<file path="src/rtl/uart_tx_serializer.sv">
// UART transmit serializer: frames one accepted byte per handshake as start,
// LSB-first data, optional parity and stop bit(s), one bit per baud_tick.
module uart_tx_serializer #(
  parameter int unsigned DATA_BITS  = 8,
  parameter int unsigned PARITY_EN  = 0,
  parameter int unsigned PARITY_ODD = 0,
  parameter int unsigned STOP_BITS  = 1
) (
  input  logic                 clk,
  input  logic                 rst,
  input  logic                 baud_tick,
  input  logic [DATA_BITS-1:0] tx_data,
  input  logic                 tx_valid,
  output logic                 tx_ready,
  output logic                 tx_busy,
  output logic                 tx_done,
  output logic                 tx
);

  localparam int unsigned      IDX_W     = $clog2(DATA_BITS);
  localparam logic [IDX_W-1:0] LAST_IDX  = IDX_W'(DATA_BITS - 1);
  localparam logic             LAST_STOP = 1'(STOP_BITS - 1);
  localparam logic             ODD       = (PARITY_ODD != 0);

  typedef enum logic [2:0] {
    IDLE,
    SYNC,
    START,
    DATA,
    PARITY,
    STOP
  } state_e;

  state_e               state_q, state_d;
  logic [DATA_BITS-1:0] shift_q, shift_d;
  logic [IDX_W-1:0]     bit_idx_q, bit_idx_d;
  logic                 stop_cnt_q, stop_cnt_d;
  logic                 parity_q, parity_d;
  logic                 tx_q, tx_d;
  logic                 tx_ready_q, tx_ready_d;
  logic                 tx_busy_q, tx_busy_d;
  logic                 tx_done_q, tx_done_d;

  always_ff @(posedge clk) begin
    if (!rst) begin
      state_q    <= IDLE;
      shift_q    <= '0;
      bit_idx_q  <= '0;
      stop_cnt_q <= 1'b0;
      parity_q   <= 1'b0;
      tx_q       <= 1'b1;
      tx_ready_q <= 1'b1;
      tx_busy_q  <= 1'b0;
      tx_done_q  <= 1'b0;
    end else begin
      state_q    <= state_d;
      shift_q    <= shift_d;
      bit_idx_q  <= bit_idx_d;
      stop_cnt_q <= stop_cnt_d;
      parity_q   <= parity_d;
      tx_q       <= tx_d;
      tx_ready_q <= tx_ready_d;
      tx_busy_q  <= tx_busy_d;
      tx_done_q  <= tx_done_d;
    end
  end

  // Data goes out of shift_q[0] with a right shift per bit, which is
  // equivalent to indexing data[bit_idx] on the latched byte.
  always_comb begin
    state_d    = state_q;
    shift_d    = shift_q;
    bit_idx_d  = bit_idx_q;
    stop_cnt_d = stop_cnt_q;
    parity_d   = parity_q;
    tx_d       = tx_q;
    tx_ready_d = tx_ready_q;
    tx_busy_d  = tx_busy_q;
    tx_done_d  = 1'b0;

    unique case (state_q)
      IDLE: begin
        if (tx_valid && tx_ready_q) begin
          shift_d    = tx_data;
          parity_d   = (^tx_data) ^ ODD;
          state_d    = SYNC;
          tx_ready_d = 1'b0;
          tx_busy_d  = 1'b1;
        end
      end
      SYNC: begin
        if (baud_tick) begin
          state_d = START;
          tx_d    = 1'b0;
        end
      end
      START: begin
        if (baud_tick) begin
          state_d   = DATA;
          tx_d      = shift_q[0];
          shift_d   = shift_q >> 1;
          bit_idx_d = '0;
        end
      end
      DATA: begin
        if (baud_tick) begin
          if (bit_idx_q != LAST_IDX) begin
            tx_d      = shift_q[0];
            shift_d   = shift_q >> 1;
            bit_idx_d = bit_idx_q + IDX_W'(1);
          end else if (PARITY_EN != 0) begin
            state_d = PARITY;
            tx_d    = parity_q;
          end else begin
            state_d    = STOP;
            tx_d       = 1'b1;
            stop_cnt_d = 1'b0;
          end
        end
      end
      PARITY: begin
        if (baud_tick) begin
          state_d    = STOP;
          tx_d       = 1'b1;
          stop_cnt_d = 1'b0;
        end
      end
      STOP: begin
        if (baud_tick) begin
          if (stop_cnt_q != LAST_STOP) begin
            stop_cnt_d = stop_cnt_q + 1'b1;
          end else begin
            state_d    = IDLE;
            tx_ready_d = 1'b1;
            tx_busy_d  = 1'b0;
            tx_done_d  = 1'b1;
          end
        end
      end
      default: state_d = IDLE;
    endcase
  end

  assign tx       = tx_q;
  assign tx_ready = tx_ready_q;
  assign tx_busy  = tx_busy_q;
  assign tx_done  = tx_done_q;

endmodule

</file>
<file path="config.mk">
export PLATFORM = sky130hd
export DESIGN_NAME = uart_tx_serializer
export DESIGN_NICKNAME = d
export VERILOG_FILES = /design/src/rtl/uart_tx_serializer.sv
export SDC_FILE = /design/constraint.sdc
export NUM_CORES = 1
export LEC_CHECK = 0
export BUFFER_PORTS_ARGS = -buffer_cell sky130_fd_sc_hd__buf_2
export CAP_MARGIN = 10
export CORE_ASPECT_RATIO = 1.2
export CORE_MARGIN = 5
export CORE_UTILIZATION = 52
export DETAILED_ROUTE_END_ITERATION = 10
export PLACE_DENSITY_LB_ADDON = 0.12
export SLEW_MARGIN = 20
export SYNTH_ARGS = -nofsm -noshare
export SYNTH_HDL_FRONTEND = slang
export SYNTH_SLANG_ARGS = --single-unit
</file>
<file path="constraint.sdc">
create_clock -name clk -period 2.2 [get_ports clk]
set_input_delay 0.33 -clock clk [delete_from_list [all_inputs] [get_ports clk]]
set_output_delay 0.33 -clock clk [all_outputs]
set_load 0.01 [all_outputs]
</file>
==> flow_summary.ini, run 1 <==
[sta]
clock.fmax_ghz = 0.5264
tightestPinTransition_ps = 385.5
setup_violations = 0
hold_violations = 0
fin_crit_sh_pct = 86.35
relSlewSlack_pct = 74.27
layout_min_cycle_time_ps = 1900
finalSetupTns_ps = 0
rsz0062_at_grt = false
slew_viol_final = 0
fin_skew_ps = 7.612

[floorplanning]
die_area_sq_um = 2600
rows = 16
die_x_um = 47.39
die_h_um = 54.86
initial_core_util_pct = 53.78
core_sq_um = 1622
io_pins = 16

[power_and_ir_drop]
power.density_nw_per_um2 = 704.6
power.ir.vdd_worst_uv = 360.6
leakage_nw = 0.4051

[clock_tree]
clk_pin_slew_ps = 100
clock-sinks = 18
cts_setup_buffers = 0
clock_latency_ps = 290
cts_buffers = 3
cts-resized-gates = 0
hold_buffers = 0
clk_path_buf_depth = 2
htreeDepth = 1
cts_tree = built
root_buffer = clkbuf_4

[place]
place.gp.congestion = 0.7807
placed_area_sq_um = 950.9
io_buffers = 15
dp_hpwl_um = 1206

[yosys]
syn_inst = 102
synth_area_sq_um = 872.1
yosysWarningCount = 0
ys_types = 32
async_flop_share_pct = 0
synth_seq_cells = 18
ys.flop_type = dfxtp_1
synth_area_per_cell_sq_um = 8.550
synth_edf_count = 0
mappedNetlistNets = 116
ys_seq_area_share_pct = 41.32

[global_route]
grt_pass1_wl_um = 2808
grtUsageTotal_pct = 15.33
grt_max_degree = 17
first_global_vias = 683
grt_overflow = 0
antenna_found_initial = 0

[routing]
firstDrtPassIters = 4
vias = 734
wl_per_cell_um = 12.07
routed_via_density = 5.519
drtAntennaViolNets = 0
dr.first_iter.drc_count = 11
wl_um = 1605
drc = 0

[layout]
fillers = 157
fin_area_sq_um = 973.4
layout-drive-gt1-share_pct = 20.87
nets = 131
n_antenna_cell = 0
layout_common_cells = nand2_1 (18), dfxtp_1 (18), buf_2 (15)
area_growth_pct = 11.62

[setup_path]
rr_worst_depth = 7
start_kind = flip-flop
r2r_end = shift_q[4]
crit_fanout = 16
path_class = reg -> reg
required_ps = 2390
r2r_start = bit_idx_q[0]
r2r_slack_ps = 300
end_kind = flip-flop
critPathArrivalTime_ps = 2090

[min_path]
hold_depth = 3
min_from = tx_data[7]
worstHoldEndpoint = shift_q[7]
hold_path.class = in -> reg

[status]
outcome = finished clean

[flow_run]
max-cap-violations = 0
[worst max-delay path by stage]
stage,end,slack [ps],from,depth (start not counted)
after global routing,shift_q[2],170,bit_idx_q[0],7
after detailed placement,shift_q[4],280,bit_idx_q[0],7
after floorplan,shift_q[6],330,bit_idx_q[0],7
after CTS,shift_q[4],270,bit_idx_q[0],7
final,shift_q[4],300,bit_idx_q[0],7
after global placement,shift_q[5],350,bit_idx_q[0],7
[cells by family after synthesis]
| kind of cell | synth area share, % |
|---|---|
| and+or+nand+nor | 27.55 |
| AOI/OAI and AO/OA | 22.38 |
| DFF | 41.32 |
| buffers and inverters | 4.735 |
| adders and majority gates | 2.869 |
| muxes | 1.148 |
[sequential cells by signal, summed over array words and instances (netlist names)]
name	count
tx_busy	1
shift_q	8
tx	1
tx_ready	1
bit_idx_q	3
state_q	3
tx_done	1
[worst max-delay path, cell delays in order (launching register included)]
cell,delay (ps)
dfxtp_1,340
ha_1,200
ha_1,210
and2_1,210
a2111oi_4,310
buf_4,250
nor2_1,50
a311oi_1,240
[where the power goes]
| part | internal (W) | switching [W] | total [W] |
|---|---|---|---|
| clock network | 0.0000636 | 0.0000961 | 0.000160 |
| registers | 0.000359 | 0.0000277 | 0.000387 |
| logic | 0.0000670 | 0.0000721 | 0.000139 |
[area by class of cell]
type	instances	area, sq um	area share, %
Multi-Input combinational cell	75	470.5	48.33
Sequential cell	18	360.3	37.02
Timing Repair Buffer	17	90.09	9.254
Clock buffer	3	22.52	2.314
Tap cell	18	22.52	2.314
Inverter	2	7.507	0.7712
[per-layer routing]
layer	vias to the layer above	part of all wire (%)	global-route usage [%]
met1	336	48	19.84
met4	0	0.93	9.217
met2	10	48	22.99
met5	-	0	0
li1	386	-	-
met3	2	3.9	2.961
[Yosys cell counts (all sizes together), types with 2 or more instances]
cell type  instances  area, sq um
clkbuf             5        18.77
a22oi              2        15.01
nand2             18        67.56
a311oi             7        67.56
nor2b              3        18.77
ha                 2        25.02
nand3b             2        27.53
buf                2        15.01
nor2              14        55.06
o21ai              7        35.03
o21a               2        15.01
a21oi              2        10.01
dfxtp             18        360.4
inv                2        7.510
and2               4        25.03
[through the flow]
stage	cells	hold WS, ps	setup slack (ps)	total power, W	util, %
6_report	133	283.5	300.4	0.0006859	60.03
5_1_grt	133	289.7	171.3	0.0007312	60.03
4_1_cts	133	277.1	270.3	0.0006950	60.03
3_5_place_dp	130	462.7	278.8	0.0005353	58.64
3_3_place_gp	130	451.1	354.4	0.0005312	58.64
2_1_floorplan	102	436.2	331.4	0.0004982	-
No activity file was read; power rests on OpenSTA's default activity.
==> inputs of run 2 (changes only) <==
--- a/config.mk
+++ b/config.mk
@@ -7,9 +7,11 @@
 export LEC_CHECK = 0
 export BUFFER_PORTS_ARGS = -buffer_cell sky130_fd_sc_hd__buf_2
 export CAP_MARGIN = 10
+export CELL_PAD_IN_SITES_DETAIL_PLACEMENT = 0
+export CELL_PAD_IN_SITES_GLOBAL_PLACEMENT = 1
 export CORE_ASPECT_RATIO = 1.2
 export CORE_MARGIN = 5
-export CORE_UTILIZATION = 52
+export CORE_UTILIZATION = 39
 export DETAILED_ROUTE_END_ITERATION = 10
 export PLACE_DENSITY_LB_ADDON = 0.12
 export SLEW_MARGIN = 20
==> constraint.sdc (replaced) <==
create_clock -name clk -period 2.1 [get_ports clk]
set_input_delay 0.315 -clock clk [delete_from_list [all_inputs] [get_ports clk]]
set_output_delay 0.315 -clock clk [all_outputs]
set_load 0.01 [all_outputs]
==> flow_summary.ini, run 2 (synthesis results as in run 1) <==
[status]
outcome = finished clean

[setup_path]
critPathArrivalTime_ps = 2100
end_kind = flip-flop
path_class = reg -> reg
r2r_slack_ps = 200
required_ps = 2300
crit_fanout = 16
start_kind = flip-flop
startpoint = bit_idx_q[0]
r2r_end = shift_q[5]
rr_worst_depth = 7
crit_end = shift_q[5]
r2r_start = bit_idx_q[0]

[sta]
fin_crit_sh_pct = 90.37
fin_skew_ps = 4.652
relSlewSlack_pct = 71.71
hold_violations = 0
clock.fmax_ghz = 0.5269
rsz0062_at_grt = false
finalSetupTns_ps = 0
slew_viol_final = 0
layout_min_cycle_time_ps = 1898
tightestPinTransition_ps = 423.5
setup_violations = 0

[global_route]
grt_pass1_wl_um = 3036
first_global_vias = 726
antenna_found_initial = 0
grt_overflow = 0
grt_max_degree = 17
grtUsageTotal_pct = 12.49

[place]
place.gp.congestion = 0.7092
dp_hpwl_um = 1221
io_buffers = 15

[routing]
drtAntennaViolNets = 0
wl_per_cell_um = 11.42
drc = 0
vias = 739
firstDrtPassIters = 4
dr.first_iter.drc_count = 12
wl_um = 1667
routed_via_density = 5.062

[clock_tree]
clk_path_buf_depth = 2
clock_latency_ps = 290
cts_tree = built
root_buffer = clkbuf_4
htreeDepth = 1
cts_buffers = 3
clock-sinks = 18
clk_pin_slew_ps = 100
hold_buffers = 0
cts-resized-gates = 0
cts_setup_buffers = 0

[power_and_ir_drop]
power_w = 0.0007595
power.density_nw_per_um2 = 757.8
power.ir.vdd_worst_uv = 483.5
leakage_nw = 0.4123

[floorplanning]
io_pins = 16
initial_core_util_pct = 41.64
die_x_um = 53.17
core_sq_um = 2095
die_area_sq_um = 3286
rows = 18
die_h_um = 61.80

[layout]
top_regs = shift_q x8, bit_idx_q x3, state_q x3
n_antenna_cell = 0
largest_register_ffs = 8
regMostFlops = shift_q
area_growth_pct = 14.92
layout-drive-gt1-share_pct = 21.55
layout_common_cells = nand2_1 (18), dfxtp_1 (18), buf_2 (15)
nets = 131

[min_path]
hold_path.class = in -> reg
hold_depth = 3

[flow_run]
max-cap-violations = 0
## run 2: cell count changes in the layout (fill, tap and decap cells not counted)
cell / delta
clkbuf_8: +1
## run 2: worst min path at each step
stage | from | end | slack (ps)
global placement | shift_q[7] | shift_q[7] | 450
detailed placement | shift_q[7] | shift_q[7] | 460
global route | tx_data[7] | shift_q[7] | 280
CTS | tx_data[7] | shift_q[7] | 250
finish | tx_data[7] | shift_q[7] | 270
floorplan | shift_q[7] | shift_q[7] | 440
## run 2: routing by layer
layer,global-route usage (%),part of all wire (%),vias up
met5,0,0,-
met4,7.664,0.96,0
met3,2.148,4.8,2
met2,19.50,46,15
met1,16.06,49,334
li1,-,-,388
## run 2: layout make-up
type,instances,area [sq um]
inverters,2,7.507
clock buffers,4,36.28
fillers,221,1092
well taps,30,37.54
repair buffers,17,90.09
flip-flops and latches,18,360.3
multi-input cells,75,470.5
## run 2: power breakdown
group / switching (W) / internal (W) / leakage (nW)
logic: 0.0000759 / 0.0000702 / 0.243
clock network: 0.000103 / 0.000106 / 0.0210
registers: 0.0000283 / 0.000376 / 0.148
total: 0.000207 / 0.000552 / 0.412
## run 2: metrics by stage
stage / hold slack, ps / cells / utilization, % / setup WS [ps] / area [sq um]
2_1_floorplan: 436.2 / 102 / - / 231.4 / 872.1
3_3_place_gp: 454.5 / 142 / 46.12 / 261.6 / 965.9
3_5_place_dp: 456.1 / 142 / 46.12 / 220.3 / 965.9
4_1_cts: 251.9 / 146 / 47.85 / 195.3 / 1002
5_1_grt: 278.2 / 146 / 47.85 / 76.92 / 1002
6_report: 266.0 / 146 / 47.85 / 202.1 / 1002
## run 2: worst max-delay path, stage by stage (launching register included)
cell	delay (ps)
dfxtp_1	340
ha_1	200
ha_1	210
and2_1	210
a2111oi_4	310
buf_4	250
nor2_1	60
a311oi_1	240
